`config.mk`:
```
export PLATFORM = sky130hd
export DESIGN_NAME = particle_plotter_flat
export DESIGN_NICKNAME = d
export VERILOG_FILES = /design/src/rtl/draw_pkg.sv /design/src/rtl/particle_plotter_if.sv /design/src/rtl/pos_to_pixel_addr.sv /design/src/rtl/particle_plotter.sv /design/src/flat_wrapper.sv
export SDC_FILE = /design/constraint.sdc
export NUM_CORES = 1
export LEC_CHECK = 0
export BUFFER_PORTS_ARGS = -buffer_cell sky130_fd_sc_hd__buf_2
export CAP_MARGIN = 20
export CORE_MARGIN = 2
export CORE_UTILIZATION = 52
export CTS_BUF_LIST = sky130_fd_sc_hd__clkbuf_8
export CTS_CLUSTER_DIAMETER = 150
export DETAILED_ROUTE_END_ITERATION = 6
export PLACE_DENSITY = 0.74
export SLEW_MARGIN = 30
export SYNTH_ARGS = -nofsm -noshare
export SYNTH_HDL_FRONTEND = slang
export SYNTH_SLANG_ARGS = --single-unit
export TNS_END_PERCENT = 30
```
`constraint.sdc`:
```
create_clock -name clk -period 3.5 [get_ports clk]
set_input_delay 0.35 -clock clk [delete_from_list [all_inputs] [get_ports clk]]
set_output_delay 0.35 -clock clk [all_outputs]
set_load 0.01 [all_outputs]
```
`src/rtl/draw_pkg.sv`:
```
// draw_pkg: constants and types shared by the frame-buffer draw path.
//   DRAW_* : frame geometry and frame-buffer port widths (same values the draw block uses)
//   POS_W / FRAC_W : unsigned fixed-point particle position format
//   plot_state_t : particle_plotter FSM states
package draw_pkg;

  localparam int unsigned DRAW_WIDTH  = 640;
  localparam int unsigned DRAW_HEIGHT = 480;
  localparam int unsigned DRAW_SIZE   = DRAW_WIDTH * DRAW_HEIGHT;
  localparam int unsigned DRAW_ADDRW  = $clog2(DRAW_SIZE);
  localparam int unsigned DRAW_DATAW  = 1;

  localparam int unsigned POS_W  = 16;
  localparam int unsigned FRAC_W = 4;

  typedef enum logic [1:0] {
    IDLE,
    CLEAR,
    PLOT,
    DRAIN
  } plot_state_t;

endpackage

```
`src/rtl/particle_plotter_if.sv`:
```
// particle_plotter_if: bundles the plotter's control handshake, particle-memory read port and
// frame-buffer write port.
//   master : plotter side (drives busy/done, particle reads and frame-buffer writes)
//   slave  : environment side (drives start, returns particle positions)
interface particle_plotter_if #(
  parameter int unsigned PART_ADDRW = 8,
  parameter int unsigned DRAW_ADDRW = draw_pkg::DRAW_ADDRW,
  parameter int unsigned DRAW_DATAW = draw_pkg::DRAW_DATAW,
  parameter int unsigned POS_W      = draw_pkg::POS_W
);

  logic                  start;
  logic                  busy;
  logic                  done;
  logic                  part_rd_en;
  logic [PART_ADDRW-1:0] part_rd_addr;
  logic [POS_W-1:0]      part_x;
  logic [POS_W-1:0]      part_y;
  logic [DRAW_ADDRW-1:0] draw_addr_write;
  logic [DRAW_DATAW-1:0] draw_data_in;
  logic                  draw_we;

  modport master (
    input  start,
    output busy,
    output done,
    output part_rd_en,
    output part_rd_addr,
    input  part_x,
    input  part_y,
    output draw_addr_write,
    output draw_data_in,
    output draw_we
  );

  modport slave (
    output start,
    input  busy,
    input  done,
    input  part_rd_en,
    input  part_rd_addr,
    output part_x,
    output part_y,
    input  draw_addr_write,
    input  draw_data_in,
    input  draw_we
  );

endinterface

```
`src/rtl/pos_to_pixel_addr.sv`:
```
// pos_to_pixel_addr: converts a fixed-point (x, y) position into a frame-buffer address.
// Purely combinational; shared with the cursor path.
//   pos_x, pos_y : unsigned fixed-point position (FRAC_W fractional bits)
//   addr         : py*DRAW_WIDTH + px, only meaningful when in_range
//   in_range     : integer position lies inside the frame
module pos_to_pixel_addr #(
  parameter int unsigned POS_W       = draw_pkg::POS_W,
  parameter int unsigned FRAC_W      = draw_pkg::FRAC_W,
  parameter int unsigned DRAW_WIDTH  = draw_pkg::DRAW_WIDTH,
  parameter int unsigned DRAW_HEIGHT = draw_pkg::DRAW_HEIGHT,
  parameter int unsigned DRAW_ADDRW  = draw_pkg::DRAW_ADDRW
) (
  input  logic [POS_W-1:0]      pos_x,
  input  logic [POS_W-1:0]      pos_y,
  output logic [DRAW_ADDRW-1:0] addr,
  output logic                  in_range
);

  logic [POS_W-1:0] px;
  logic [POS_W-1:0] py;

  always_comb begin
    // Truncate the fraction, no rounding.
    px = pos_x >> FRAC_W;
    py = pos_y >> FRAC_W;
    // Compare at 33 bits so neither side can wrap whatever POS_W and the frame size are.
    in_range = (33'(px) < 33'(DRAW_WIDTH)) && (33'(py) < 33'(DRAW_HEIGHT));
    // Only in-range results are used, and those cannot overflow DRAW_ADDRW bits.
    addr = DRAW_ADDRW'(py) * DRAW_ADDRW'(DRAW_WIDTH) + DRAW_ADDRW'(px);
  end

endmodule

```
`src/rtl/particle_plotter.sv`:
```
// particle_plotter: renders one frame of particles into the 1-bit frame buffer.
// On start: clears every pixel, then reads every particle position and lights its pixel.
//   clk, rst : simulation clock, synchronous active-high reset
//   bus      : start/busy/done handshake, particle read port (1-cycle read latency),
//              frame-buffer write port. All outputs are registered.
// Frame time is DRAW_SIZE + N_PARTICLES + 3 cycles from the accepting edge to done.
module particle_plotter #(
  parameter int unsigned DRAW_WIDTH  = draw_pkg::DRAW_WIDTH,
  parameter int unsigned DRAW_HEIGHT = draw_pkg::DRAW_HEIGHT,
  parameter int unsigned DRAW_SIZE   = DRAW_WIDTH * DRAW_HEIGHT,
  parameter int unsigned DRAW_ADDRW  = $clog2(DRAW_SIZE),
  parameter int unsigned DRAW_DATAW  = draw_pkg::DRAW_DATAW,
  parameter int unsigned N_PARTICLES = 256,
  parameter int unsigned PART_ADDRW  = (N_PARTICLES > 1) ? $clog2(N_PARTICLES) : 1,
  parameter int unsigned POS_W       = draw_pkg::POS_W,
  parameter int unsigned FRAC_W      = draw_pkg::FRAC_W
) (
  input  logic               clk,
  input  logic               rst,
  particle_plotter_if.master bus
);

  import draw_pkg::*;

  localparam int unsigned CNT_MAX = (DRAW_ADDRW > PART_ADDRW) ? DRAW_ADDRW : PART_ADDRW;
  localparam int unsigned CNT_W   = (CNT_MAX > 2) ? CNT_MAX : 2;

  localparam logic [CNT_W-1:0] LAST_PIX   = CNT_W'(DRAW_SIZE - 1);
  localparam logic [CNT_W-1:0] LAST_PART  = CNT_W'(N_PARTICLES - 1);
  // Two plot-pipeline stages (memory read, address register) after the last issue.
  localparam logic [CNT_W-1:0] LAST_DRAIN = CNT_W'(2);

  plot_state_t state_q, state_d;
  logic [CNT_W-1:0] cnt_q, cnt_d;
  logic pix_vld_q;  // part_x/part_y carry a valid position this cycle

  logic                  busy_q, busy_d;
  logic                  done_q, done_d;
  logic                  part_rd_en_q, part_rd_en_d;
  logic [PART_ADDRW-1:0] part_rd_addr_q, part_rd_addr_d;
  logic [DRAW_ADDRW-1:0] draw_addr_q, draw_addr_d;
  logic [DRAW_DATAW-1:0] draw_data_q, draw_data_d;
  logic                  draw_we_q, draw_we_d;

  logic [DRAW_ADDRW-1:0] pix_addr;
  logic                  pix_in_range;
  logic                  start_ok;

  pos_to_pixel_addr #(
    .POS_W      (POS_W),
    .FRAC_W     (FRAC_W),
    .DRAW_WIDTH (DRAW_WIDTH),
    .DRAW_HEIGHT(DRAW_HEIGHT),
    .DRAW_ADDRW (DRAW_ADDRW)
  ) u_pos_to_pixel_addr (
    .pos_x   (bus.part_x),
    .pos_y   (bus.part_y),
    .addr    (pix_addr),
    .in_range(pix_in_range)
  );

  // IDLE is entered in the done cycle; a start there is ignored.
  assign start_ok = bus.start && !done_q;

  // State and output registers.
  always_ff @(posedge clk) begin
    if (rst) begin
      state_q        <= IDLE;
      cnt_q          <= '0;
      pix_vld_q      <= 1'b0;
      busy_q         <= 1'b0;
      done_q         <= 1'b0;
      part_rd_en_q   <= 1'b0;
      part_rd_addr_q <= '0;
      draw_addr_q    <= '0;
      draw_data_q    <= '0;
      draw_we_q      <= 1'b0;
    end else begin
      state_q        <= state_d;
      cnt_q          <= cnt_d;
      pix_vld_q      <= part_rd_en_q;
      busy_q         <= busy_d;
      done_q         <= done_d;
      part_rd_en_q   <= part_rd_en_d;
      part_rd_addr_q <= part_rd_addr_d;
      draw_addr_q    <= draw_addr_d;
      draw_data_q    <= draw_data_d;
      draw_we_q      <= draw_we_d;
    end
  end

  // Next state. cnt_q is the next pixel / particle index to emit, or the drain cycle count.
  always_comb begin
    state_d = state_q;
    cnt_d   = cnt_q;
    unique case (state_q)
      IDLE: begin
        if (start_ok) begin
          state_d = CLEAR;
          cnt_d   = CNT_W'(1);  // pixel 0 is written on the accepting edge
        end
      end
      CLEAR: begin
        if (cnt_q == LAST_PIX) begin
          state_d = PLOT;
          cnt_d   = '0;
        end else begin
          cnt_d = cnt_q + 1'b1;
        end
      end
      PLOT: begin
        if (cnt_q == LAST_PART) begin
          state_d = DRAIN;
          cnt_d   = '0;
        end else begin
          cnt_d = cnt_q + 1'b1;
        end
      end
      DRAIN: begin
        if (cnt_q == LAST_DRAIN) begin
          state_d = IDLE;
          cnt_d   = '0;
        end else begin
          cnt_d = cnt_q + 1'b1;
        end
      end
      default: begin
        state_d = IDLE;
        cnt_d   = '0;
      end
    endcase
  end

  // Next values of the registered outputs.
  always_comb begin
    busy_d         = 1'b0;
    done_d         = 1'b0;
    part_rd_en_d   = 1'b0;
    part_rd_addr_d = part_rd_addr_q;
    draw_we_d      = 1'b0;
    draw_addr_d    = draw_addr_q;
    draw_data_d    = draw_data_q;
    unique case (state_q)
      IDLE: begin
        if (start_ok) begin
          busy_d      = 1'b1;
          draw_we_d   = 1'b1;
          draw_addr_d = '0;
          draw_data_d = '0;
        end
      end
      CLEAR: begin
        busy_d      = 1'b1;
        draw_we_d   = 1'b1;
        draw_addr_d = DRAW_ADDRW'(cnt_q);
        draw_data_d = '0;
      end
      PLOT: begin
        busy_d         = 1'b1;
        part_rd_en_d   = 1'b1;
        part_rd_addr_d = PART_ADDRW'(cnt_q);
      end
      DRAIN: begin
        busy_d = (cnt_q != LAST_DRAIN);
        done_d = (cnt_q == LAST_DRAIN);
      end
      default: ;
    endcase
    // Plot writes only occur while PLOT/DRAIN are active, never overlapping a clear write.
    if (pix_vld_q && pix_in_range) begin
      draw_we_d   = 1'b1;
      draw_addr_d = pix_addr;
      draw_data_d = DRAW_DATAW'(1);
    end
  end

  assign bus.busy            = busy_q;
  assign bus.done            = done_q;
  assign bus.part_rd_en      = part_rd_en_q;
  assign bus.part_rd_addr    = part_rd_addr_q;
  assign bus.draw_addr_write = draw_addr_q;
  assign bus.draw_data_in    = draw_data_q;
  assign bus.draw_we         = draw_we_q;

endmodule

```
`src/flat_wrapper.sv`:
```
// flat-port wrapper written by rule: the top's interface ports become plain ports
module particle_plotter_flat import draw_pkg::*;
#(
  parameter int unsigned DRAW_WIDTH  = draw_pkg::DRAW_WIDTH,
  parameter int unsigned DRAW_HEIGHT = draw_pkg::DRAW_HEIGHT,
  parameter int unsigned DRAW_SIZE   = DRAW_WIDTH * DRAW_HEIGHT,
  parameter int unsigned DRAW_ADDRW  = $clog2(DRAW_SIZE),
  parameter int unsigned DRAW_DATAW  = draw_pkg::DRAW_DATAW,
  parameter int unsigned N_PARTICLES = 256,
  parameter int unsigned PART_ADDRW  = (N_PARTICLES > 1) ? $clog2(N_PARTICLES) : 1,
  parameter int unsigned POS_W       = draw_pkg::POS_W,
  parameter int unsigned FRAC_W      = draw_pkg::FRAC_W
)
  (clk, rst, bus_start, bus_busy, bus_done, bus_part_rd_en, bus_part_rd_addr, bus_part_x, bus_part_y, bus_draw_addr_write, bus_draw_data_in, bus_draw_we);
  particle_plotter_if #(.PART_ADDRW(PART_ADDRW), .DRAW_ADDRW(DRAW_ADDRW), .DRAW_DATAW(DRAW_DATAW), .POS_W(POS_W)) bus_i ();
  input  logic clk;
  input  logic rst;
  input wire logic [$bits(bus_i.start)-1:0] bus_start;
  output wire logic [$bits(bus_i.busy)-1:0] bus_busy;
  output wire logic [$bits(bus_i.done)-1:0] bus_done;
  output wire logic [$bits(bus_i.part_rd_en)-1:0] bus_part_rd_en;
  output wire logic [$bits(bus_i.part_rd_addr)-1:0] bus_part_rd_addr;
  input wire logic [$bits(bus_i.part_x)-1:0] bus_part_x;
  input wire logic [$bits(bus_i.part_y)-1:0] bus_part_y;
  output wire logic [$bits(bus_i.draw_addr_write)-1:0] bus_draw_addr_write;
  output wire logic [$bits(bus_i.draw_data_in)-1:0] bus_draw_data_in;
  output wire logic [$bits(bus_i.draw_we)-1:0] bus_draw_we;
  assign bus_i.start = bus_start;
  assign bus_busy = bus_i.busy;
  assign bus_done = bus_i.done;
  assign bus_part_rd_en = bus_i.part_rd_en;
  assign bus_part_rd_addr = bus_i.part_rd_addr;
  assign bus_i.part_x = bus_part_x;
  assign bus_i.part_y = bus_part_y;
  assign bus_draw_addr_write = bus_i.draw_addr_write;
  assign bus_draw_data_in = bus_i.draw_data_in;
  assign bus_draw_we = bus_i.draw_we;
  particle_plotter #(.DRAW_WIDTH(DRAW_WIDTH), .DRAW_HEIGHT(DRAW_HEIGHT), .DRAW_SIZE(DRAW_SIZE), .DRAW_ADDRW(DRAW_ADDRW), .DRAW_DATAW(DRAW_DATAW), .N_PARTICLES(N_PARTICLES), .PART_ADDRW(PART_ADDRW), .POS_W(POS_W), .FRAC_W(FRAC_W)) u_core (.clk(clk), .rst(rst), .bus(bus_i));
endmodule
```
[After elaboration in Yosys (flattened, before gate mapping)]
Index checks and enable logic that the tools add are counted.
Word-level totals
  word-level logic and storage cells: 59
  output and inout port bits: 32
  register bits: 54
  input port bits: 35
Cells by class
  magnitude comparators: 2
  equality and inequality tests: 12
  multiplexer cells: 21
  reduce and logical (&&, ||, !) cells: 10
  $add $sub $neg: 2
  multiply operators: 1
  bitwise gates (word level): 1
Operators by type and width (count)
  $mux 19: 6
  $pmux 19 s4: 1
  $pmux 19 s2: 1
  $add 19x1->19 const B: 1
  $add 19x12->19: 1
  $eq 19x19->1 const B: 1
  $eq 19x2->1 const B: 1
  $eq 19x8->1 const B: 1
  $ne 19x2->1 const B: 1
  $lt 12x10->1 const B: 1
  $lt 12x9->1 const B: 1
  $mul 12x3->12 const B: 1
  $mux 2: 4
  $ne 2x1->1 const B: 4
  $pmux 2 s4: 1
  $mux 1: 5
  $eq 2x2->1 const B: 2
  $pmux 1 s2: 2
  $reduce_and 4->1: 1
  $reduce_or 2->1: 2
  $logic_and 1x1->1: 3
  $ne 3x1->1 const B: 1
  $pmux 1 s3: 1
  $reduce_bool 3->1: 1
  5 further kinds: 5

[Logic depth before layout (Yosys ltp)]
Gate-level depths: netlist of the first run.
  depth in word-level cells: 5
  depth in mapped cells: 9
  gate-level depth less buffers: 9

[Modules after synthesis]
From an unflattened synthesis of the first run, not the netlist that was laid out.
Second synthesis, totals
  cells, all modules: 422
  area total of the unflattened synthesis: 3564.7 um^2
Modules (own cells, without submodules)
  particle_plotter: seq. area each 1081.0 um^2, instances 1, cells each 307, area an instance 2623.8 um^2
  pos_to_pixel_addr: seq. area each 0.0 um^2, instances 1, cells each 115, area an instance 940.9 um^2

[Least setup slack after synthesis of the first run]
Ideal clock, no wire load.
  kind: input to register
  start point: input port bus_part_y[5]
  end point: register u_core.draw_addr_q[18] (netlist: u_core.bus.draw_addr_write[18])
  slack: 0.645 ns
  setup time: 0.103 ns
  data required time: 3.397 ns
  buffers on the path: 0
  cell stages on the path: 8
  arrival: 2.751 ns
  cells stage by stage: ha_1 -> ha_1 -> fa_1 -> a21o_2 -> a221oi_1 -> xor2_1 -> o311a_1 -> a2111oi_2
On the way
  longest elaborated chain between the ends: 5
  elaborated cells on any way between the ends: 9
  those cells by class: add/sub (1); mul (1); order compare (1); eq/ne (1); mux (1); reduce/logical (4)
Ends and longest elaborated chain
  from (decl): line flat_wrapper.sv:24  | input wire logic [$bits(bus_i.part_y)-1:0] bus_part_y;
  parallel branches: the longest is 5 deep, another holds $add 19x12->19
  to (signal assigned): line particle_plotter.sv:86  | draw_addr_q <= draw_addr_d;
  to (decl): line particle_plotter.sv:41  | logic [DRAW_ADDRW-1:0] draw_addr_q, draw_addr_d;
Several ways; the timed one is not identified.
A chain may end at the register's enable or synchronous reset.

[Worst setup path after layout of the first run]
Ends and elaborated chain as after synthesis.

==> results_dict.tcl, run 1 <==
set metrics [dict create \
    h-tree-depth 2 \
    ys_seq_area_frac 0.314 \
    tightest_slew_ps 784 \
    cts_max_path_buffers 2 \
    dp_hpwl_um 6030 \
    die-height_um 85.3 \
    grt_pass1_wl_um 14000 \
    cap_violations 0 \
    insertion_delay_ps 300 \
    area.growth.synth_to_final_pct 10.7 \
    first_pass_iters 4 \
    hold_violations 0 \
    final_antenna_net_count 0 \
    period_share 0.795 \
    rsz0062_at_grt "no" \
    drt-vias-per-instance 6.02 \
    io_buffers 58 \
    outcome "complete, no violations" \
    rows 29 \
    ctsHoldBuffers 0 \
    die_w_um 85.3 \
    postCtsSetupBuffers 0 \
    clock-sinks 54 \
    netlist_instances 404 \
    synth_area_per_cell_sq_um 8.51 \
    skew_ps 9.24 \
    fin_nets 512 \
    worstPathRequired_ps 3700 \
    wire_per_inst_um 15.7 \
    start_util 0.539 \
    yosysUniqueCellTypes 56 \
    setup_viol 0 \
    yosysWarnings 0 \
    cts_tree "yes" \
    drcViolationCount 0 \
    cts_root_buf "clkbuf_8" \
    syn_area_sq_mm 0.00344 \
    maxSlewHeadroom 0.463 \
    drtIter0Drc 172 \
    clkTransAtPathRegs_ps 90 \
    place_congestion 0.838 \
    crit_type "input pin to flop" \
    pin_count 67 \
    drv_slew 0 \
    grtUsageTotal 0.234 \
    grt_overflow 0 \
    grt_start_max_net_pins 43 \
    dieArea_sq_mm 0.00728 \
    power.density_mw_per_mm2 432 \
    synth_flop_cell "dfxtp_1" \
    min_path_type "input pin to flop" \
    totalPowerFinal_uw 1650 \
    crit_fanout 3 \
    fmax_mhz 360 \
    peakVddDrop_mv 0.435 \
    grt_antenna_before_repair 0 \
    grt_pass1_vias 2947 \
    finalSetupTns_ps 0 \
    fin_crit_ps 2780 \
    synth_edf_count 0 \
    drive_gt1_frac 0.175 \
    core-area_sq_mm 0.00639 \
    num_vias 3148 \
    leakagePower_uw 0.00166 \
    fillers 613 \
    drt_wl_total_um 8210 \
    cp.arrival_ps 2980 \
    numCtsBuffers 5 \
    start_kind "input pin" \
    cts_resized 0 \
    synth_nets 469 \
    num_antenna_cells 0 \
    fin_util 0.596 \
    ys_ff_latch 54 \
    ys_async_sr_fraction 0 \
    end_kind "flop" \
]
routing by layer:
metal / wire length (um) / GRT usage
met1: 3990 / 0.347
met2: 3640 / 0.356
met3: 533 / 0.0379
met4: 43 / 0.0534
met5: 0 / 0
worst max-delay path: stages:
cell and delay (ps):
buf_2 120, ha_1 290, ha_1 250, fa_1 430
nand3_1 130, a21oi_1 120, nor4_4 420, nand4bb_4 170
o311a_1 340, a2111oi_2 350
area by class of cell:
cell class / instances / area, sq um / area share
Clock buffer: 6 / 82.6 / 0.0217
Timing Repair Buffer: 61 / 313 / 0.0822
Inverter: 10 / 37.5 / 0.00986
Tap cell: 77 / 96.3 / 0.0253
Multi-Input combinational cell: 315 / 2200 / 0.577
Sequential cell: 54 / 1080 / 0.284
cells in the mapped netlist (2+ instances only):
cell type,n,share of area
nor2_1,32,0.035
a221oi_1,5,0.013
and4_1,2,0.0051
a21boi_0,2,0.0044
nand2_1,19,0.021
mux2i_1,9,0.026
ha_1,28,0.10
inv_1,10,0.011
nor4b_1,2,0.0051
o21ai_1,4,0.0058
buf_2,3,0.0044
o311a_1,2,0.0058
clkbuf_1,16,0.017
nand3_1,20,0.029
and3_1,22,0.040
a21o_1,6,0.013
a21oi_1,31,0.045
nand4_1,4,0.0073
nor2b_1,7,0.013
o21ai_0,11,0.016
o211ai_1,2,0.0044
nor3_1,15,0.022
nor3b_1,2,0.0044
xor2_1,5,0.013
clkbuf_8,2,0.0080
a211oi_1,16,0.035
xnor2_1,13,0.033
nor4_1,5,0.0091
a22o_1,5,0.013
a31oi_1,13,0.024
o21a_1,3,0.0065
buf_1,3,0.0033
or2_2,2,0.0036
fa_1,2,0.012
nand3b_1,2,0.0044
dfxtp_1,54,0.31
nand2b_1,5,0.0091
a41oi_1,2,0.0051
cell usage in the layout (no fill, tap or decap), types with 3 or more instances in the layout:
cell,Yosys,routed
dfxtp_1,54,54
xnor2_1,13,13
nor4_1,5,5
nor3_1,15,15
nor2_1,32,32
mux2i_1,9,9
nand2_1,19,19
a221oi_1,5,5
nand2b_1,5,5
a21oi_1,31,31
xor2_1,5,5
a31oi_1,13,13
a22o_1,5,5
buf_2,3,58
a21o_1,6,6
o21ai_1,4,4
buf_4,0,3
ha_1,28,28
a211oi_1,16,16
inv_1,10,10
nand4_1,4,4
nand3_1,20,20
nor2b_1,7,7
clkbuf_8,2,6
o21ai_0,11,11
and3_1,22,22
o21a_1,3,3
kinds of logic after synthesis:
family / share of synthesized area
buffers and inverters: 0.0473
AOI/OAI and AO/OA: 0.217
adders and majority gates: 0.113
muxes: 0.0295
and+or+nand+nor: 0.233
xor gates and xnor gates: 0.0458
DFF: 0.314
power by group:
| part | switching [uW] | internal [uW] |
|---|---|---|
| sequential | 25.0 | 644 |
| combinational | 400 | 234 |
| clock | 190 | 153 |
flip-flops by register name, summed over array words and instances, names as in the netlist:
register and flops:
u_core.bus.part_rd_en 1, u_core.bus.part_rd_addr 8, u_core.cnt_q 19, u_core.bus.draw_data_in 1, u_core.bus.draw_we 1, u_core.bus.busy 1
u_core.pix_vld_q 1, u_core.bus.done 1, u_core.bus.draw_addr_write 19, u_core.state_q 2
stage by stage:
step	area [sq um]	std cells	worst slack, ps	hold WS [ps]
2_1_floorplan	3440	404	645	460
3_3_place_gp	3720	517	543	471
3_5_place_dp	3720	517	410	482
4_1_cts	3810	523	710	322
5_1_grt	3810	523	565	318
6_report	3810	523	719	332
final timing paths:
path                                            start                              to  slack, ps  cells past startpoint
worst max-delay path                    bus_part_y[5]  u_core.bus.draw_addr_write[18]        720                     10
worst min-delay path                    bus_part_x[7]   u_core.bus.draw_addr_write[3]        330                      3
worst max register to register      u_core.state_q[1]   u_core.bus.draw_addr_write[9]       1110                      8
worst min register to register  u_core.bus.part_rd_en                u_core.pix_vld_q        490                      1
Note: power is estimated with default switching activity, not from simulation.
==> inputs of run 2 (changes only) <==
--- a/config.mk
+++ b/config.mk
@@ -5,6 +5,7 @@
 export SDC_FILE = /design/constraint.sdc
 export NUM_CORES = 1
 export LEC_CHECK = 0
+export ABC_AREA = 1
 export BUFFER_PORTS_ARGS = -buffer_cell sky130_fd_sc_hd__buf_2
 export CAP_MARGIN = 20
 export CORE_MARGIN = 2
@@ -12,7 +13,7 @@
 export CTS_BUF_LIST = sky130_fd_sc_hd__clkbuf_8
 export CTS_CLUSTER_DIAMETER = 150
 export DETAILED_ROUTE_END_ITERATION = 6
-export PLACE_DENSITY = 0.74
+export PLACE_DENSITY = 0.73
 export SLEW_MARGIN = 30
 export SYNTH_ARGS = -nofsm -noshare
 export SYNTH_HDL_FRONTEND = slang
==> constraint.sdc (replaced) <==
create_clock -name clk -period 2.9 [get_ports clk]
set_input_delay 0.29 -clock clk [delete_from_list [all_inputs] [get_ports clk]]
set_output_delay 0.29 -clock clk [all_outputs]
set_load 0.01 [all_outputs]
==> run 2 against run 1 <==
- design area up 8.8%
- largest cell class unchanged
- synthesized cell count is 38% higher
- wire length increased by 14%
- core utilization rose by 1.3 points
- final cell count is 35% higher
==> results_dict.tcl, run 2 <==
set metrics [dict create \
    clock-sinks 54 \
    wire_per_inst_um 13.3 \
    rsz0062_at_grt "no" \
    ys_seq_area_frac 0.295 \
    worstPathRequired_ps 3100 \
    hold_violations 0 \
    num_antenna_cells 0 \
    num_vias 3741 \
    dp_hpwl_um 7100 \
    yosys.cell_count.top_type "nand2_1" \
    pin_count 67 \
    grt_overflow 0 \
    outcome "complete, no violations" \
    numCtsBuffers 5 \
    yosys.area.top_type_share 0.295 \
    cts_tree "yes" \
    fin_area_sq_mm 0.00414 \
    cp_cell_sequence "inv_1 > ha_1 > inv_1 > nor2_1 > a21oi_1 > inv_1 > nand2_1 > buf_12 > inv_1 > a21oi_1 > a21oi_1" \
    drcViolationCount 0 \
    area.growth.synth_to_final_pct 12.9 \
    yosys-top-cells-count "nand2_1, inv_1, dfxtp_1, o21ai_0, a21oi_1" \
    ys_ff_latch 54 \
    hp-start "bus_part_x[7]" \
    ys_async_sr_fraction 0 \
    synth_nets 623 \
    grt_start_max_net_pins 33 \
    die_w_um 88.0 \
    clkTransAtPathRegs_ps 110 \
    drt_wl_total_um 9360 \
    netlist_top_cells_area "dfxtp_1, nand2_1, ha_1, inv_1, o21ai_0" \
    layout.cells.most_common_list "nand2_1, inv_1, buf_2, o21ai_0, dfxtp_1" \
    cts_resized 0 \
    h-tree-depth 2 \
    start_kind "flop" \
    cap_violations 0 \
    dieArea_sq_mm 0.00774 \
    peakVddDrop_mv 0.344 \
    cp_common_cell "inv_1" \
    rows 30 \
    yosysTopAreaCell "dfxtp_1" \
    grtUsageTotal 0.253 \
    cts_root_buf "clkbuf_8" \
    slowest_delay_ps 400 \
    drtIter0Drc 236 \
    grt_pass1_vias 3404 \
    postCtsSetupBuffers 0 \
    synth_area_per_cell_sq_um 6.57 \
    synth_edf_count 0 \
    endpoint "u_core.bus.draw_addr_write[17]" \
    drt-vias-per-instance 5.31 \
    path_delay_family "buffers and inverters" \
    fmax_mhz 407 \
    yosysUniqueCellTypes 37 \
    worst-path-buf-inv 5 \
    cp.arrival_ps 2660 \
    insertion_delay_ps 320 \
    end_kind "flop" \
    timing.rr.end "u_core.bus.draw_addr_write[17]" \
    power.density_mw_per_mm2 677 \
    r2r-start "u_core.state_q[0]" \
    drive_gt1_frac 0.141 \
    syn_area_sq_mm 0.00367 \
    crit_type "flop to flop" \
    cp-startpoint "u_core.state_q[0]" \
    io_buffers 58 \
    synth_flop_cell "dfxtp_1" \
    cpMaxStageDelayCell "dfxtp_1" \
    maxSlewHeadroom 0.420 \
    grt_pass1_wl_um 15600 \
    path_depth 11 \
    netlist_instances 558 \
    reg2regPathDepth 11 \
    min_path_type "input pin to flop" \
    die-height_um 88.0 \
    cts_max_path_buffers 2 \
    placedInstanceArea_sq_mm 0.00404 \
    grt_antenna_before_repair 0 \
    core-area_sq_mm 0.00679 \
    final_common_cell "nand2_1" \
    crit_fanout 25 \
    setup_viol 0 \
    yosysWarnings 0 \
    finalSetupTns_ps 0 \
    first_pass_iters 5 \
    leakagePower_uw 0.00206 \
    place_congestion 0.893 \
    start_util 0.540 \
    rrSetupSlack_ps 440 \
    fin_crit_ps 2460 \
    ctsHoldBuffers 0 \
    tightest_slew_ps 869 \
    drv_slew 0 \
    period_share 0.848 \
    final_antenna_net_count 0 \
    fin_nets 673 \
    skew_ps 14.0 \
]
[run 2: cell count changes in the layout (fill, tap and decap cells not counted), moves of 9 or more]
cell / previous run / this run
nand2_1: 19 / 123
inv_1: 10 / 79
o21ai_0: 11 / 54
nand3_1: 20 / 49
and3_1: 22 / 0
a21oi_1: 31 / 50
a211oi_1: 16 / 0
xnor2_1: 13 / 0
mux2i_1: 9 / 0
[run 2: worst reg2reg max path, delay by kind of cell (launching register included)]
family,cells,cell delay (ps)
flops,1,400
simple gates,2,370
buf+inv,5,660
fa+ha+maj,1,280
compound gates,3,630
[run 2: per-layer routing]
metal	wire [um]	global-route usage	up-vias
met5	0	0	-
li1	-	-	1937
met2	4360	0.439	82
met3	413	0.0283	7
met4	65	0.0517	0
met1	4520	0.339	1715
[run 2: report_power, final]
group          internal, uW  switching [uW]
Combinational           463             826
Sequential              947             117
Clock                   180             271
[run 2: worst min-delay path by stage]
| stage | to | slack [ps] | cells after the start |
|---|---|---|---|
| floorplan | u_core.bus.draw_we | 360 | 1 |
| global placement | u_core.pix_vld_q | 410 | 2 |
| detailed placement | u_core.pix_vld_q | 410 | 2 |
| CTS | u_core.bus.draw_addr_write[3] | 260 | 3 |
| global route | u_core.bus.draw_addr_write[5] | 270 | 3 |
| finish | u_core.bus.draw_addr_write[3] | 260 | 3 |
[run 2: stage by stage]
step,cells,utilization,worst slack [ps],power (uW),hold slack [ps]
3_5_place_dp,697,0.595,270,2370,414
4_1_cts,705,0.609,398,2820,259
5_1_grt,705,0.609,212,3030,270
6_report,705,0.609,441,2800,257
2_1_floorplan,558,-,598,1920,359
3_3_place_gp,697,0.595,320,2340,408
[run 2: cell type report]
cell class | count | area [sq um]
clock inverters | 3 | 28.8
repair buffers | 65 | 355
flip-flops and latches | 54 | 1080
fillers | 682 | 2650
well taps | 96 | 120
multi-input cells | 400 | 2180
clock buffers | 5 | 68.8
inverters | 82 | 308
[run 2: kinds of logic (layout without fill, tap and decap cells)]
kind of cell    count (synthesis)  after routing  synth area share
simple gates                  241            241             0.294
compound gates                122            122             0.177
buf+inv                       104            155             0.112
flops                          54             54             0.295
fa+ha+maj                      30             30             0.106
xor+xnor                        7              7            0.0167
